$ cat src/rtl/axil_reg_slave.sv
// AXI4-Lite slave front end for the 16-entry register bank: address decode,
// read-only enforcement, byte-strobe merge by read-modify-write, and responses.
module axil_reg_slave #(
  parameter logic [31:0] BASE_ADDR = 32'h0000_0000,
  parameter int          NUM_REGS  = 16,
  parameter logic [15:0] RO_MASK   = 16'h0008
) (
  input  logic        clk,
  input  logic        reset_n,
  input  logic [31:0] s_awaddr,
  input  logic [2:0]  s_awprot,
  input  logic        s_awvalid,
  output logic        s_awready,
  input  logic [31:0] s_wdata,
  input  logic [3:0]  s_wstrb,
  input  logic        s_wvalid,
  output logic        s_wready,
  output logic [1:0]  s_bresp,
  output logic        s_bvalid,
  input  logic        s_bready,
  input  logic [31:0] s_araddr,
  input  logic [2:0]  s_arprot,
  input  logic        s_arvalid,
  output logic        s_arready,
  output logic [31:0] s_rdata,
  output logic [1:0]  s_rresp,
  output logic        s_rvalid,
  input  logic        s_rready,
  output logic        write_en,
  output logic [31:0] write_addr,
  output logic [31:0] write_data,
  output logic [31:0] read_addr,
  input  logic [31:0] read_data
);

  localparam logic [31:0] WIN_BYTES = 32'(NUM_REGS * 4);
  localparam logic [1:0]  RESP_OKAY   = 2'b00;
  localparam logic [1:0]  RESP_SLVERR = 2'b10;
  localparam logic [1:0]  RESP_DECERR = 2'b11;

  typedef enum logic [1:0] {W_IDLE, W_COMMIT, W_RESP} w_state_t;
  typedef enum logic [1:0] {R_IDLE, R_FETCH, R_RESP} r_state_t;

  w_state_t    w_state, w_next;
  logic        aw_done, aw_done_n, w_done, w_done_n;
  logic [31:0] awaddr_q, awaddr_n, wdata_q, wdata_n;
  logic [3:0]  wstrb_q, wstrb_n;
  logic        awready_q, awready_n, wready_q, wready_n;
  logic [1:0]  bresp_q, bresp_n;

  r_state_t    r_state, r_next;
  logic [31:0] araddr_q, araddr_n, rdata_q, rdata_n;
  logic        arready_q, arready_n;
  logic [1:0]  rresp_q, rresp_n;

  logic [31:0] w_off, r_off, strb_mask;
  logic        w_hit, r_hit;
  logic [3:0]  w_idx, r_idx;

  logic unused_prot;
  assign unused_prot = ^{s_awprot, s_arprot};

  assign w_off     = awaddr_q - BASE_ADDR;
  assign w_hit     = w_off < WIN_BYTES;
  assign w_idx     = w_off[5:2];
  assign r_off     = araddr_q - BASE_ADDR;
  assign r_hit     = r_off < WIN_BYTES;
  assign r_idx     = r_off[5:2];
  assign strb_mask = {{8{wstrb_q[3]}}, {8{wstrb_q[2]}}, {8{wstrb_q[1]}}, {8{wstrb_q[0]}}};

  assign s_awready = awready_q;
  assign s_wready  = wready_q;
  assign s_bvalid  = (w_state == W_RESP);
  assign s_bresp   = bresp_q;
  assign s_arready = arready_q;
  assign s_rvalid  = (r_state == R_RESP);
  assign s_rdata   = rdata_q;
  assign s_rresp   = rresp_q;

  always_ff @(posedge clk) begin
    if (!reset_n) begin
      w_state   <= W_IDLE;
      aw_done   <= 1'b0;
      w_done    <= 1'b0;
      awaddr_q  <= '0;
      wdata_q   <= '0;
      wstrb_q   <= '0;
      awready_q <= 1'b0;
      wready_q  <= 1'b0;
      bresp_q   <= '0;
    end else begin
      w_state   <= w_next;
      aw_done   <= aw_done_n;
      w_done    <= w_done_n;
      awaddr_q  <= awaddr_n;
      wdata_q   <= wdata_n;
      wstrb_q   <= wstrb_n;
      awready_q <= awready_n;
      wready_q  <= wready_n;
      bresp_q   <= bresp_n;
    end
  end

  always_comb begin
    w_next     = w_state;
    aw_done_n  = aw_done;
    w_done_n   = w_done;
    awaddr_n   = awaddr_q;
    wdata_n    = wdata_q;
    wstrb_n    = wstrb_q;
    awready_n  = awready_q;
    wready_n   = wready_q;
    bresp_n    = bresp_q;
    write_en   = 1'b0;
    write_addr = '0;
    write_data = '0;
    case (w_state)
      W_IDLE: begin
        if (s_awvalid && awready_q) begin
          aw_done_n = 1'b1;
          awaddr_n  = s_awaddr;
        end
        if (s_wvalid && wready_q) begin
          w_done_n = 1'b1;
          wdata_n  = s_wdata;
          wstrb_n  = s_wstrb;
        end
        awready_n = !aw_done_n;
        wready_n  = !w_done_n;
        if (aw_done_n && w_done_n) w_next = W_COMMIT;
      end
      W_COMMIT: begin
        w_next = W_RESP;
        if (!w_hit) begin
          bresp_n = RESP_DECERR;
        end else if (RO_MASK[w_idx]) begin
          bresp_n = RESP_SLVERR;
        end else begin
          bresp_n = RESP_OKAY;
          // read_data here is the current contents of the target register
          if (wstrb_q != 4'b0000) begin
            write_en   = 1'b1;
            write_addr = {26'b0, w_idx, 2'b00};
            write_data = (read_data & ~strb_mask) | (wdata_q & strb_mask);
          end
        end
      end
      W_RESP: begin
        if (s_bready) begin
          w_next    = W_IDLE;
          aw_done_n = 1'b0;
          w_done_n  = 1'b0;
          awready_n = 1'b1;
          wready_n  = 1'b1;
        end
      end
      default: w_next = W_IDLE;
    endcase
  end

  always_ff @(posedge clk) begin
    if (!reset_n) begin
      r_state   <= R_IDLE;
      araddr_q  <= '0;
      rdata_q   <= '0;
      rresp_q   <= '0;
      arready_q <= 1'b0;
    end else begin
      r_state   <= r_next;
      araddr_q  <= araddr_n;
      rdata_q   <= rdata_n;
      rresp_q   <= rresp_n;
      arready_q <= arready_n;
    end
  end

  always_comb begin
    r_next    = r_state;
    araddr_n  = araddr_q;
    rdata_n   = rdata_q;
    rresp_n   = rresp_q;
    arready_n = arready_q;
    case (r_state)
      R_IDLE: begin
        if (s_arvalid && arready_q) begin
          araddr_n  = s_araddr;
          arready_n = 1'b0;
          r_next    = R_FETCH;
        end else begin
          arready_n = 1'b1;
        end
      end
      R_FETCH: begin
        // a committing write owns the read port this cycle
        if (w_state != W_COMMIT) begin
          r_next  = R_RESP;
          rdata_n = r_hit ? read_data : 32'h0;
          rresp_n = r_hit ? RESP_OKAY : RESP_DECERR;
        end
      end
      R_RESP: begin
        if (s_rready) begin
          r_next    = R_IDLE;
          arready_n = 1'b1;
        end
      end
      default: r_next = R_IDLE;
    endcase
  end

  always_comb begin
    read_addr = '0;
    if (w_state == W_COMMIT)     read_addr = {26'b0, w_idx, 2'b00};
    else if (r_state == R_FETCH) read_addr = {26'b0, r_idx, 2'b00};
  end

endmodule
$ cat config.mk
export PLATFORM = sky130hd
export DESIGN_NAME = axil_reg_slave
export DESIGN_NICKNAME = d
export VERILOG_FILES = /design/src/rtl/axil_reg_slave.sv
export SDC_FILE = /design/constraint.sdc
export NUM_CORES = 1
export LEC_CHECK = 0
export ABC_CLOCK_PERIOD_IN_PS = 4800
export CAP_MARGIN = 20
export CORE_MARGIN = 4
export CORE_UTILIZATION = 40
export DETAILED_ROUTE_END_ITERATION = 6
export PLACE_DENSITY = 0.79
export SKIP_CTS_REPAIR_TIMING = 1
export SYNTH_ARGS = -nofsm -noshare
export SYNTH_HDL_FRONTEND = slang
export SYNTH_SLANG_ARGS = --single-unit
export TNS_END_PERCENT = 20
$ cat constraint.sdc
create_clock -name clk -period 4.8 [get_ports clk]
set_input_delay 0.48 -clock clk [delete_from_list [all_inputs] [get_ports clk]]
set_output_delay 0.48 -clock clk [all_outputs]
set_load 0.02 [all_outputs]
==> run_results.csv <==
group,metric,value,unit
placement,dpl.hpwl,12500,um
synthesis,synth_top_family_by_area,"simple AND/OR/NAND/NOR gates",
clocking,clk_path_buf_depth,2,
route,dr_total_vias,5548,
worst_setup_path,crit_type,"flop to output port",
synthesis,synth_compound_area_frac,0.151,
route,drt_first_pass_iters,4,
worst_setup_path,cp_data_required_time,4.32,ns
route,drc_errors,0,
synthesis,synth-main-ff-cell,"dfxtp_1",
route,routed_wl,17600,um
synthesis,synth_area,5960,um2
final_layout,antenna_cells,0,
timing,period_share,0.697,
global_route,grt_max_degree,105,
power,ir_drop,0.000237,V
final_layout,final.fill_count,1319,
timing,fin_setup_tns,0,ns
timing,timing.fmax,299,MHz
synthesis,syn_inst,721,
synthesis,yosys.area_share.adder,0,
hold_path,hp-class,"flop to flop",
synthesis,synth_xor_area_frac,0,
worst_setup_path,worstSetupEndpointType,"output port",
placement,globalplace.congestion,0.804,
timing,worstMarginPinSlew,1.09,ns
final_layout,area_growth,46.0,%
synthesis,synth_area_leader_cell,"dfxtp_1",
synthesis,ys_ff_latch,141,
worst_setup_path,slowest_stage,"clkdlybuf4s50_1",
worst_setup_path,path_max_fanout,26,
clocking,clockRootBuffer,"clkbuf_16",
flow_run,cap_violations,0,
timing,slew_headroom,0.274,
timing,setup_violations,0,
clocking,cts_buffers,17,
route,initialDrtViolationCount,260,
synthesis,synthMuxAreaShare,0.0537,
placement,place.port_buffers,216,
worst_setup_path,critPathMaxStageDelay,0.65,ns
final_layout,drive_above_1_share,0.0644,
route,ant_nets,0,
clocking,cts.sinks,141,
global_route,grt_pass1_wl,26600,um
timing,holdWs,0.452,ns
synthesis,synthTopCellsByArea,"dfxtp_1 47%, nand2_1 13%, a21oi_1 8.7%, buf_4 7.2%, mux2i_1 5.4%",
timing,fin_crit,3.34,ns
clocking,clkTransAtPathRegs,0.06,ns
die,die_w,130,um
route,viasPerCell,4.98,
synthesis,synth_top_area_frac,0.474,
power,leakage,3.16,nW
synthesis,synth_seq_area_share,0.474,
final_layout,nets,1063,
die,rows,44,
synthesis,async_flop_share,0,
route,routedWlPerCell,15.7,um
global_route,grt_antenna_before_repair,0,
power,power,3.09,mW
global_route,grt_pass1_vias,5230,
run_status,outcome,"finished, final reports clean",
final_layout,layout_commonest_cell,"clkdlybuf4s50_1",
clocking,clkLatencyLatePin,0.41,ns
global_route,grt-ovfl-total,0,
timing,finalClockSkew,0.0106,ns
synthesis,synth-edff-count,0,
die,start_util,0.408,
worst_setup_path,path_cells,"or4_1 -> nor4_1 -> nand4_1 -> buf_4 -> nor3_1 -> clkdlybuf4s50_1",
final_layout,final_cell_mix,"216 x clkdlybuf4s50_1, 199 x nand2_1, 141 x dfxtp_1, 104 x a21oi_1, 56 x conb_1",
die,io_pins,283,
global_route,grt_use_total,0.201,
worst_setup_path,start_kind,"flop",
synthesis,ys_types,35,
synthesis,avgSynthCellArea,8.27,um2
clocking,htree_levels,4,
worst_setup_path,cp.arrival,2.86,ns
synthesis,ys_warn_count,0,
power,p_per_area,355,nW/um2
timing,rsz0062_at_grt,"no",
die,die_h,130,um
timing,slew_viol_final,0,
die,die_area,16900,um2
timing,hold_viol,0,
die,core-area,14600,um2
synthesis,yosys.area_share.simple,0.211,
clocking,tritoncts,"done",
logic make-up after synthesis:
kind of cell,after synthesis
other cells,1
simple gates,285
buf+inv,113
compound gates,149
mux,32
flops,141
state kept, by name (all words and copies together), names as in the netlist, 2 cells and up, named ones only:
| name | flops |
|---|---|
| s_bresp | 2 |
| s_rdata | 32 |
| r_state | 2 |
| wdata_q | 32 |
| w_state | 2 |
| araddr_q | 30 |
| awaddr_q | 30 |
| wstrb_q | 4 |
layout make-up:
cell class | instances | area [um2] | area share
well taps | 184 | 230 | 0.0265
inverters | 8 | 31.3 | 0.00359
flip-flops and latches | 141 | 2820 | 0.324
repair buffers | 228 | 2280 | 0.262
clock buffers | 22 | 494 | 0.0568
multi-input cells | 522 | 2710 | 0.312
clock inverters | 10 | 135 | 0.0155
report_power, final:
| group | internal, mW | switching, mW | leakage (nW) |
|---|---|---|---|
| Clock | 0.884 | 0.496 | 0.300 |
| Sequential | 1.23 | 0.0437 | 1.15 |
| Combinational | 0.197 | 0.236 | 1.71 |
per-layer routing:
layer / part of all wire / wire, um / vias up / global-route usage
li1: - / - / 2743 / -
met1: 0.41 / 7180 / 2555 / 0.247
met2: 0.48 / 8430 / 212 / 0.326
met3: 0.082 / 1440 / 38 / 0.0581
met4: 0.029 / 506 / 0 / 0.0892
met5: 0 / 0 / - / 0
worst max-delay path, delay by kind of cell, from the launching register on:
| family | cells | cell delay (ns) |
|---|---|---|
| buf+inv | 2 | 0.92 |
| simple gates | 4 | 1.21 |
| flops | 1 | 0.31 |
synth_stat cells (9+ instances only):
cell / number
clkbuf_1: 36
nor2_1: 14
a21oi_1: 104
mux2i_1: 32
buf_4: 57
nand2_1: 199
a22o_1: 32
nor4_1: 12
nor3_2: 9
dfxtp_1: 141
nor3_1: 32
buf_2: 9
worst paths after layout:
kind         depth (start not counted)  slack, ns                       end                 startpoint
min reg2reg                          2       0.45  wdata_q[23]$_SDFFE_PN0P_   wdata_q[23]$_SDFFE_PN0P_
min                                  2       0.45  wdata_q[23]$_SDFFE_PN0P_   wdata_q[23]$_SDFFE_PN0P_
max reg2reg                          5       2.65  s_rdata[13]$_SDFFE_PN0P_    w_state[0]$_SDFFE_PN0P_
max                                  6       1.46            write_data[22]  awaddr_q[25]$_SDFFE_PN0N_
stage by stage:
stage | worst slack, ns | utilization | cell area, um2 | instances
finish | 1.46 | 0.597 | 8700 | 1115
global route | 1.30 | 0.597 | 8700 | 1115
CTS | 1.41 | 0.594 | 8660 | 1113
detailed placement | 1.87 | 0.551 | 8040 | 1081
global placement | 1.94 | 0.551 | 8040 | 1081
floorplan | 2.42 | - | 6170 | 776
Note: power is estimated with default switching activity, not from simulation.
